## src/rtl/jamma_joy_pkg.sv

```systemverilog
// Shared scan-state type and idle-level constants for the JAMMA joystick scheduler.
package jamma_joy_pkg;

    typedef enum logic [1:0] {
        P1_SETTLE,
        P1_SAMPLE,
        P2_SETTLE,
        P2_SAMPLE
    } scan_state_e;

    localparam logic [7:0] JOY_RELEASED  = 8'hFF;
    localparam logic [1:0] COIN_RELEASED = 2'b11;
    localparam logic       SEL_P1        = 1'b0;
    localparam logic       SEL_P2        = 1'b1;

    function automatic logic is_p2(input scan_state_e s);
        return (s == P2_SETTLE) || (s == P2_SAMPLE);
    endfunction

endpackage

```

## src/rtl/jamma_joy_debounce.sv

```systemverilog
// Per-bit scan debouncer: a bit follows its sample only after DEBOUNCE_SAMPLES
// consecutive disagreeing strobes. Outputs idle high (released).
module jamma_joy_debounce #(
    parameter int WIDTH            = 8,
    parameter int DEBOUNCE_SAMPLES = 3
) (
    input  logic             clk,
    input  logic             rst_n,
    input  logic             strobe,
    input  logic [WIDTH-1:0] sample,
    output logic [WIDTH-1:0] q
);

    localparam int             CW   = $clog2(DEBOUNCE_SAMPLES + 1);
    localparam logic [CW-1:0]  LAST = CW'(DEBOUNCE_SAMPLES - 1);

    logic [CW-1:0] cnt [WIDTH];

    // NOTE: these counters are ordinary flops rather than a RAM, so resetting the whole array is legitimate.
    always_ff @(posedge clk or negedge rst_n) begin
        if (!rst_n) begin
            q <= '1;
            for (int i = 0; i < WIDTH; i++) cnt[i] <= '0;
        end else if (strobe) begin
            for (int i = 0; i < WIDTH; i++) begin
                if (sample[i] == q[i]) begin
                    cnt[i] <= '0;
                end else if (cnt[i] == LAST) begin
                    q[i]   <= sample[i];
                    cnt[i] <= '0;
                end else begin
                    cnt[i] <= cnt[i] + 1'b1;
                end
            end
        end
    end

endmodule

```

## src/rtl/jamma_joy_scheduler.sv

```systemverilog
// Time-multiplexes the shared JAMMA joystick bus between P1 and P2 and debounces joysticks and coins.
// Define JAMMA_JOY_LOCAL_MERGE_EN to wire-OR the local DB9 joystick presses into the P1 sample.
module jamma_joy_scheduler #(
    parameter int SETTLE_CYCLES    = 4,
    parameter int DEBOUNCE_SAMPLES = 3
) (
    input  logic       clk,
    input  logic       rst_n,
    input  logic       scan_en,
    input  logic [7:0] jjoy,
    input  logic [1:0] jcoin,
    input  logic [5:0] joystick_local,
    output logic       jselect,
    output logic [7:0] joy1,
    output logic [7:0] joy2,
    output logic [1:0] coin,
    output logic       scan_tick
);
    import jamma_joy_pkg::*;

    if (SETTLE_CYCLES < 3) begin : g_bad_settle
        $error("SETTLE_CYCLES must be at least 3");
    end
    if (DEBOUNCE_SAMPLES < 1) begin : g_bad_debounce
        $error("DEBOUNCE_SAMPLES must be at least 1");
    end

    localparam int            SW         = $clog2(SETTLE_CYCLES);
    localparam logic [SW-1:0] SETTLE_END = SW'(SETTLE_CYCLES - 1);

    logic [7:0]    jjoy_m, jjoy_s;
    logic [1:0]    jcoin_m, jcoin_s;
    scan_state_e   state_q, state_d;
    logic [SW-1:0] cnt_q, cnt_d;
    logic          p1_stb, p2_stb;
    logic [7:0]    p1_sample;

    // NOTE: all sequential state uses non-blocking assignments so every flop samples pre-edge values.
    always_ff @(posedge clk or negedge rst_n) begin
        if (!rst_n) begin
            jjoy_m  <= JOY_RELEASED;
            jjoy_s  <= JOY_RELEASED;
            jcoin_m <= COIN_RELEASED;
            jcoin_s <= COIN_RELEASED;
        end else begin
            jjoy_m  <= jjoy;
            jjoy_s  <= jjoy_m;
            jcoin_m <= jcoin;
            jcoin_s <= jcoin_m;
        end
    end

    always_ff @(posedge clk or negedge rst_n) begin
        if (!rst_n) begin
            state_q   <= P1_SETTLE;
            cnt_q     <= '0;
            jselect   <= SEL_P1;
            scan_tick <= 1'b0;
        end else begin
            state_q   <= state_d;
            cnt_q     <= cnt_d;
            jselect   <= is_p2(state_d) ? SEL_P2 : SEL_P1;
            scan_tick <= p2_stb;
        end
    end

    // SAMPLE states always commit and advance, so a sample in flight is never lost to scan_en.
    // NOTE: every output of this block gets a default first, which rules out inferred latches.
    always_comb begin
        state_d = state_q;
        cnt_d   = cnt_q;
        p1_stb  = 1'b0;
        p2_stb  = 1'b0;
        unique case (state_q)
            P1_SETTLE, P2_SETTLE: begin
                if (scan_en) begin
                    if (cnt_q == SETTLE_END) begin
                        cnt_d   = '0;
                        state_d = (state_q == P1_SETTLE) ? P1_SAMPLE : P2_SAMPLE;
                    end else begin
                        cnt_d = cnt_q + 1'b1;
                    end
                end
            end
            P1_SAMPLE: begin
                p1_stb  = 1'b1;
                state_d = P2_SETTLE;
            end
            P2_SAMPLE: begin
                p2_stb  = 1'b1;
                state_d = P1_SETTLE;
            end
        endcase
    end

`ifdef JAMMA_JOY_LOCAL_MERGE_EN
    assign p1_sample = jjoy_s & {2'b11, joystick_local};
`else
    logic unused_local;
    assign unused_local = ^joystick_local;
    assign p1_sample    = jjoy_s;
`endif

    jamma_joy_debounce #(.WIDTH(8), .DEBOUNCE_SAMPLES(DEBOUNCE_SAMPLES)) u_deb_p1 (
        .clk(clk), .rst_n(rst_n), .strobe(p1_stb), .sample(p1_sample), .q(joy1)
    );

    jamma_joy_debounce #(.WIDTH(8), .DEBOUNCE_SAMPLES(DEBOUNCE_SAMPLES)) u_deb_p2 (
        .clk(clk), .rst_n(rst_n), .strobe(p2_stb), .sample(jjoy_s), .q(joy2)
    );

    jamma_joy_debounce #(.WIDTH(2), .DEBOUNCE_SAMPLES(DEBOUNCE_SAMPLES)) u_deb_coin (
        .clk(clk), .rst_n(rst_n), .strobe(p2_stb), .sample(jcoin_s), .q(coin)
    );

endmodule

```

## config.mk

```make
export PLATFORM = sky130hd
export DESIGN_NAME = jamma_joy_scheduler
export DESIGN_NICKNAME = d
export VERILOG_FILES = /design/src/rtl/jamma_joy_pkg.sv /design/src/rtl/jamma_joy_debounce.sv /design/src/rtl/jamma_joy_scheduler.sv
export SDC_FILE = /design/constraint.sdc
export NUM_CORES = 1
export LEC_CHECK = 0
export BUFFER_PORTS_ARGS = -buffer_cell sky130_fd_sc_hd__buf_2
export CORE_MARGIN = 5
export CORE_UTILIZATION = 50
export CTS_BUF_LIST = sky130_fd_sc_hd__clkbuf_4 sky130_fd_sc_hd__clkbuf_8
export CTS_CLUSTER_DIAMETER = 120
export DETAILED_ROUTE_END_ITERATION = 8
export GPL_TIMING_DRIVEN = 0
export HOLD_SLACK_MARGIN = 0.12
export PLACE_DENSITY = 0.7
export SLEW_MARGIN = 20
export SYNTH_ARGS = -nofsm -noshare
export SYNTH_HDL_FRONTEND = slang
export SYNTH_HIERARCHICAL = 1
export SYNTH_SLANG_ARGS = --single-unit
```

## constraint.sdc

```tcl
create_clock -name clk -period 4.2 [get_ports clk]
set_input_delay 0.84 -clock clk [delete_from_list [all_inputs] [get_ports clk]]
set_output_delay 0.84 -clock clk [all_outputs]
set_load 0.01 [all_outputs]
```

==> out/qor.csv, run 1 <==
metric;value;unit
rows;30;
slowest_delay;0.57;ns
critical-path-top-delay-family;flip-flops;
status;complete, no violations;
path_class;reg2out;
crit_chain;buf_2;
n_antenna_cell;0;
clockBufferDepth;2;
die_width;93.0;um
numCtsBuffers;9;
cp_max_fo;3;
r2r_cells;4;
max_clock_freq;526;MHz
viasPerCell;5.32;
finish.utilization;58.6;%
cts_hold_buf;0;
dp_hpwl;3980;um
port_buffers;32;
power_switching;0.000880;W
finalSetupTns;0;ns
power_density;698;nW/um^2
worst_pin_slew;0.378;ns
start_kind;flop;
drt_iter0_drc;76;
postCtsResizedCells;0;
drv_slew;0;
p_sw_share;31.9;%
initial_utilization;50.9;%
clockRootBuffer;clkbuf_8;
ctsHtreeMaxLevel;3;
synth.cell_area;3440;um^2
clockPowerShare;22.3;%
wirelength;5860;um
grt_pass1_wl;10100;um
max-cap-violations;0;
fin_total_pwr;0.00276;W
place_congestion;0.703;
worstSkewPairLatency;0.35;ns
crit_start;u_deb_p1/q[4]$_DFFE_PN1P_;
core_area;6760;um^2
die_area;8640;um^2
post-route-period-util;45.2;%
endpoint;joy1[4];
ios;39;
arrival;1.06;ns
clock-sinks;79;
period_minus_slack;1.90;ns
first_global_vias;2150;
final_common_cell;dfrtp_1;
leakage;1.67;nW
cp.depth;1;
cp.required;3.36;ns
vdd_drop_max;0.303;mV
grt_antenna_before_repair;0;
dieHeight;93.0;um
cp_slowest_cell;dfstp_2;
rrSetupSlack;2.66;ns
most-common-layout-cells;dfrtp_1 (41), inv_1 (38), dfstp_2 (38), nand3b_1 (36), buf_2 (33);
min_path_type;reg2reg;
synth_cells;263;
r2r-start;state_q[0]$_DFF_PN0_;
vias;2084;
slew_headroom;74.8;%
seqPwrFrac;46.3;%
final_hold_viol_count;0;
intPower;0.00188;W
synth_warnings;6;
grt_max_degree;53;
nNetsFinal;331;
clock_skew;0.00993;ns
ys_seq_area_share;58.8;%
syn_nets;287;
final_layout_size_suffix_gt1_share;43.3;%
path_clk_slew;0.08;ns
track_usage;15.2;%
path_buf_inv;1;
endpoint_kind;output port;
area_growth;14.9;%
yosysUniqueCellTypes;18;
r2r-end;u_deb_p2/cnt[12]$_DFFE_PN0P_;
drc;0;
synth_seq_cells;79;
setup_viol;0;
postSynthAreaPerCell;13.1;um^2
p_comb_share;31.4;%
dr.pass1.iters;4;
tritoncts;yes;
route.detailed.wl_per_inst;15.0;um
antenna_left;0;
cts_setup_buffers;0;
rsz0062_at_grt;no;
grt_overflow;0;
==> per-stage QoR <==
| step | worst slack (ns) | area (um^2) | hold WS [ns] | cells |
|---|---|---|---|---|
| CTS | 2.28 | 3960 | 0.353 | 392 |
| detailed placement | 2.67 | 3730 | 0.347 | 376 |
| global placement | 1.74 | 3700 | 0.346 | 375 |
| global route | 2.25 | 3960 | 0.358 | 392 |
| finish | 2.30 | 3960 | 0.355 | 392 |
| floorplan | 2.82 | 3440 | 0.345 | 263 |
==> kinds of logic (layout without fill, tap and decap cells) <==
logic type / after synthesis / in the layout / synth area share [%]
AOI/OAI and AO/OA: 38 / 38 / 9.49
xor gates and xnor gates: 18 / 18 / 4.58
adders and majority gates: 5 / 5 / 1.82
buffers and inverters: 47 / 96 / 6.07
DFF: 79 / 79 / 58.8
muxes: 20 / 20 / 6.54
and+or+nand+nor: 56 / 56 / 12.7
==> layout make-up <==
cell class / count / area (um^2)
Buffer: 9 / 66.3
Clock buffer: 11 / 139
Clock inverter: 5 / 85.1
Fill cell: 536 / 2800
Inverter: 38 / 143
Multi-Input combinational cell: 137 / 1210
Sequential cell: 79 / 2020
Tap cell: 80 / 100
Timing Repair Buffer: 33 / 190
==> how the worst min path moves through the flow <==
stage | start | to | slack (ns) | cells after the start
final | jjoy_m[1]$_DFF_PN1_ | jjoy_s[1]$_DFF_PN1_ | 0.35 | 0
after global routing | jjoy_m[1]$_DFF_PN1_ | jjoy_s[1]$_DFF_PN1_ | 0.36 | 0
after CTS | jjoy_m[1]$_DFF_PN1_ | jjoy_s[1]$_DFF_PN1_ | 0.35 | 0
after detailed placement | jjoy_m[2]$_DFF_PN1_ | jjoy_s[2]$_DFF_PN1_ | 0.35 | 0
after global placement | jjoy_m[7]$_DFF_PN1_ | jjoy_s[7]$_DFF_PN1_ | 0.35 | 0
after floorplan | jcoin_m[0]$_DFF_PN1_ | jcoin_s[0]$_DFF_PN1_ | 0.35 | 0
==> metal layers <==
layer,share of wire [%],global-route usage (%),vias up
met5,0,0,-
met4,0.78,5.49,0
met3,3.7,5.23,5
met2,49,24.3,30
met1,47,19.1,1054
li1,-,-,995
==> flip-flops by register name, summed over array words and instances (netlist names) <==
register,flops
u_deb_p1/cnt,16
u_deb_p2/cnt,16
jjoy_m,8
jjoy_s,8
u_deb_p1/q,8
u_deb_p2/q,8
u_deb_coin/cnt,4
cnt_q,2
jcoin_m,2
jcoin_s,2
u_deb_coin/q,2
jselect,1
scan_tick,1
state_q,1
==> synth_stat cells <==
cell type / n / area [um^2]
a21oi_1: 1 / 5.00
buf_2: 2 / 10.0
buf_4: 6 / 45.0
buf_6: 1 / 11.3
dfrtp_1: 41 / 1030
dfstp_2: 38 / 998
ha_1: 5 / 62.6
inv_1: 38 / 143
mux2_2: 20 / 225
nand3b_1: 36 / 270
nor2_1: 1 / 3.75
nor3_1: 1 / 5.00
o21ai_2: 1 / 8.76
o22ai_1: 22 / 138
o22ai_2: 14 / 175
or3b_1: 14 / 123
or3b_2: 4 / 35.0
xnor2_1: 18 / 158
==> power groups by stage <==
stage / sequential [W] / combinational (W) / clock [W]
after floorplan: 0.00128 / 0.000629 / 0
after global placement: 0.00127 / 0.000844 / 0
after detailed placement: 0.00129 / 0.000875 / 0
after CTS: 0.00128 / 0.000879 / 0.000642
after global routing: 0.00132 / 0.000952 / 0.000675
final: 0.00128 / 0.000867 / 0.000617
Power figures use the tool's default switching activity.
==> run 2, diff against run 1 <==
--- a/config.mk
+++ b/config.mk
@@ -5,6 +5,7 @@
 export SDC_FILE = /design/constraint.sdc
 export NUM_CORES = 1
 export LEC_CHECK = 0
+export ABC_AREA = 1
 export BUFFER_PORTS_ARGS = -buffer_cell sky130_fd_sc_hd__buf_2
 export CORE_MARGIN = 5
 export CORE_UTILIZATION = 50
@@ -13,7 +14,7 @@
 export DETAILED_ROUTE_END_ITERATION = 8
 export GPL_TIMING_DRIVEN = 0
 export HOLD_SLACK_MARGIN = 0.12
-export PLACE_DENSITY = 0.7
+export PLACE_DENSITY = 0.72
 export SLEW_MARGIN = 20
 export SYNTH_ARGS = -nofsm -noshare
 export SYNTH_HDL_FRONTEND = slang
==> constraint.sdc (replaced) <==
create_clock -name clk -period 1.7 [get_ports clk]
set_input_delay 0.34 -clock clk [delete_from_list [all_inputs] [get_ports clk]]
set_output_delay 0.34 -clock clk [all_outputs]
set_load 0.01 [all_outputs]
==> run 2 against run 1 <==
First-iteration DRC count rose by 42%. Largest power group unchanged. Critical path depth increased by 5. Non-clock buffer count rose by 10.
==> out/qor.csv, run 2 <==
metric;value;unit;change
synth.cell_area;3890;um^2;was 3440 um^2
grt_overflow;0;;unchanged
period_minus_slack;1.51;ns;
endpoint_kind;flop;;was output port
numCtsBuffers;9;;unchanged
postSynthAreaPerCell;7.39;um^2;was 13.1 um^2
path_class;reg2reg;;was reg2out
synth_warnings;6;;unchanged
final_hold_viol_count;0;;unchanged
drt_iter0_drc;108;;was 76
synth_seq_cells;79;;unchanged
grt_pass1_wl;13300;um;was 10100 um
slowest_delay;0.41;ns;was 0.57 ns
arrival;1.75;ns;was 1.06 ns
postCtsResizedCells;0;;unchanged
crit_chain;ha_1, buf_6, inv_2, buf_4, nand2_1, nand2_1;;was buf_2
post-synth-top-count-cell;nand2_1;;was dfrtp_1
setup_ws;0.188;ns;was 2.30 ns
clockBufferDepth;2;;unchanged
drv_slew;0;;unchanged
finalSetupTns;0;ns;unchanged
grt_antenna_before_repair;0;;unchanged
port_buffers;32;;unchanged
tritoncts;yes;;unchanged
clock-sinks;79;;unchanged
route.detailed.wl_per_inst;10.3;um;was 15.0 um
synth_top_area_cell;dfrtp_1;;unchanged
power_density;1490;nW/um^2;was 698 nW/um^2
syn_nets;551;;was 287
multiInputGateArea;1390;um^2;was 1210 um^2
yosysTopAreaCellShare;26.3;%;was 29.8%
leakage;2.52;nW;was 1.67 nW
worst_pin_slew;0.472;ns;was 0.378 ns
cp.required;1.94;ns;was 3.36 ns
final_area;4520;um^2;was 3960 um^2
die_width;98.2;um;was 93.0 um
wirelength;7080;um;was 5860 um
cts_setup_buffers;0;;unchanged
drc;0;;unchanged
area_growth;16.0;%;was 14.9%
setup_viol;0;;unchanged
initial_utilization;50.9;%;about the same
final_cells;689;;was 392
yosysUniqueCellTypes;15;;was 18
path_clk_slew;0.08;ns;about the same
min_path_type;in2reg;;was reg2reg
cts_hold_buf;11;;was 0
worstSkewPairLatency;0.35;ns;about the same
ys_seq_area_share;52.0;%;was 58.8%
most-common-layout-cells;nand2_1 (252), inv_1 (95), nor2_1 (48), dfrtp_1 (41), dfstp_2 (38);;was dfrtp_1 (41), inv_1 (38), dfstp_2 (38), nand3b_1 (36), buf_2 (33)
rows;32;;was 30
grt_max_degree;44;;was 53
viasPerCell;4.49;;was 5.32
async_flop_share;100;%;unchanged
dp_cells;662;;was 376
clockRootBuffer;clkbuf_8;;unchanged
synth_edf_count;0;;unchanged
final_common_cell;nand2_1;;was dfrtp_1
post-route-period-util;88.9;%;
track_usage;16.8;%;was 15.2%
core_area;7650;um^2;was 6760 um^2
ios;39;;unchanged
netlist_top_cells_area;dfrtp_1 (26%), dfstp_2 (26%), nand2_1 (24%), inv_1 (9.2%), nor2_1 (4.6%);;was dfrtp_1 (30%), dfstp_2 (29%), nand3b_1 (7.9%), mux2_2 (6.5%), o22ai_2 (5.1%)
n_antenna_cell;0;;unchanged
clock_skew;0.0121;ns;was 0.00993 ns
place_congestion;0.790;;was 0.703
ctsHtreeMaxLevel;3;;unchanged
dp_hpwl;5030;um;was 3980 um
place_area;4210;um^2;was 3730 um^2
max_clock_freq;661;MHz;
synth-main-ff-cell;dfrtp_1;;unchanged
vdd_drop_max;0.752;mV;was 0.303 mV
final_layout_size_suffix_gt1_share;19.4;%;was 43.3%
synth.cells.most_frequent;nand2_1 (252), inv_1 (95), nor2_1 (48);;was dfrtp_1 (41), dfstp_2 (38), inv_1 (38)
place_ws;0.200;ns;was 2.67 ns
antenna_left;0;;unchanged
status;complete, no violations;;unchanged
die_area;9650;um^2;was 8640 um^2
first_global_vias;3123;;was 2150
crit_top_cell;nand2_1;;
n_fill_cell;687;;was 536
cp_max_fo;10;;was 3
dr.pass1.iters;4;;unchanged
rsz0062_at_grt;no;;unchanged
nNetsFinal;606;;was 331
reg_top3;u_deb_p1/cnt x16, u_deb_p2/cnt x16;;unchanged
synth_cells;527;;was 263
start_kind;flop;;unchanged
vias;3092;;was 2084
max-cap-violations;0;;unchanged
cp_slowest_cell;ha_1;;was dfstp_2
dieHeight;98.2;um;was 93.0 um
regArea;2020;um^2;unchanged
slew_headroom;68.5;%;was 74.8%
[run 2: cell count changes in the layout (fill, tap and decap cells not counted), sizes merged, moves of 3 or more]
cell / before / now
inv: 38 / 98
mux2: 20 / 0
dlygate4sd3: 0 / 11
nand3: 0 / 20
nand3b: 36 / 0
clkinv: 2 / 5
nand2: 0 / 260
nor2: 1 / 56
o22ai: 36 / 0
or3b: 18 / 0
xnor2: 18 / 0
[run 2: final cells by class]
type                            count  area share, %
Sequential cell                    79           44.8
Inverter                           98           8.15
Clock buffer                       10           2.91
Clock inverter                      6           1.39
Timing Repair Buffer               44           6.65
Multi-Input combinational cell    342           30.9
Buffer                              8           2.38
Tap cell                          102           2.83
[run 2: logic make-up after synthesis]
kind of cell               Yosys count  share of synthesized area, %
AOI/OAI and AO/OA                    1                         0.128
adders and majority gates            5                          1.61
buffers and inverters              106                          12.2
DFF                                 79                          52.0
and+or+nand+nor                    336                          34.1
[run 2: metal layers]
metal / vias up / GRT usage [%] / routed length (um)
met4: 0 / 7.04 / 87
met2: 43 / 30.1 / 3540
met1: 1420 / 19.6 / 3220
met5: - / 0 / 0
li1: 1623 / - / -
met3: 6 / 3.21 / 227
[run 2: power by group]
part	leakage (nW)	total [W]	switching [W]	internal, W
clock	0.103	0.00136	0.000673	0.000692
sequential	0.937	0.00314	0.000530	0.00261
combinational	1.48	0.00224	0.00135	0.000889
total	2.52	0.00675	0.00255	0.00419
[run 2: stage by stage]
step	utilization [%]	hold slack, ns	total power [W]
floorplan	-	0.0444	0.00473
global placement	54.7	0.345	0.00528
detailed placement	55.1	0.339	0.00542
CTS	59.0	0.246	0.00685
global route	59.0	0.283	0.00739
finish	59.0	0.267	0.00675
[run 2: path summary, 6_finish.rpt]
| kind | from | endpoint | slack, ns | cells past startpoint |
|---|---|---|---|---|
| setup / recovery | jselect$_DFF_PN0_ | u_deb_p2/cnt[3]$_DFFE_PN0P_ | 0.19 | 6 |
| hold / removal | scan_en | cnt_q[0]$_DFFE_PN0P_ | 0.27 | 3 |
| setup reg to reg | jselect$_DFF_PN0_ | u_deb_p2/cnt[3]$_DFFE_PN0P_ | 0.19 | 6 |
| hold reg to reg | jjoy_m[4]$_DFF_PN1_ | jjoy_s[4]$_DFF_PN1_ | 0.36 | 0 |
| max in group asynchronous | rst_n | u_deb_p1/q[1]$_DFFE_PN1P_ | 0.58 | 3 |
| min in group asynchronous | rst_n | cnt_q[1]$_DFFE_PN0P_ | 0.49 | 2 |
[run 2: worst max-delay path: cells and delay by family, from the launching register on]
family / cells / cell delay (ns)
buf+inv: 3 / 0.46
fa+ha+maj: 1 / 0.41
flops: 1 / 0.39
simple gates: 2 / 0.13
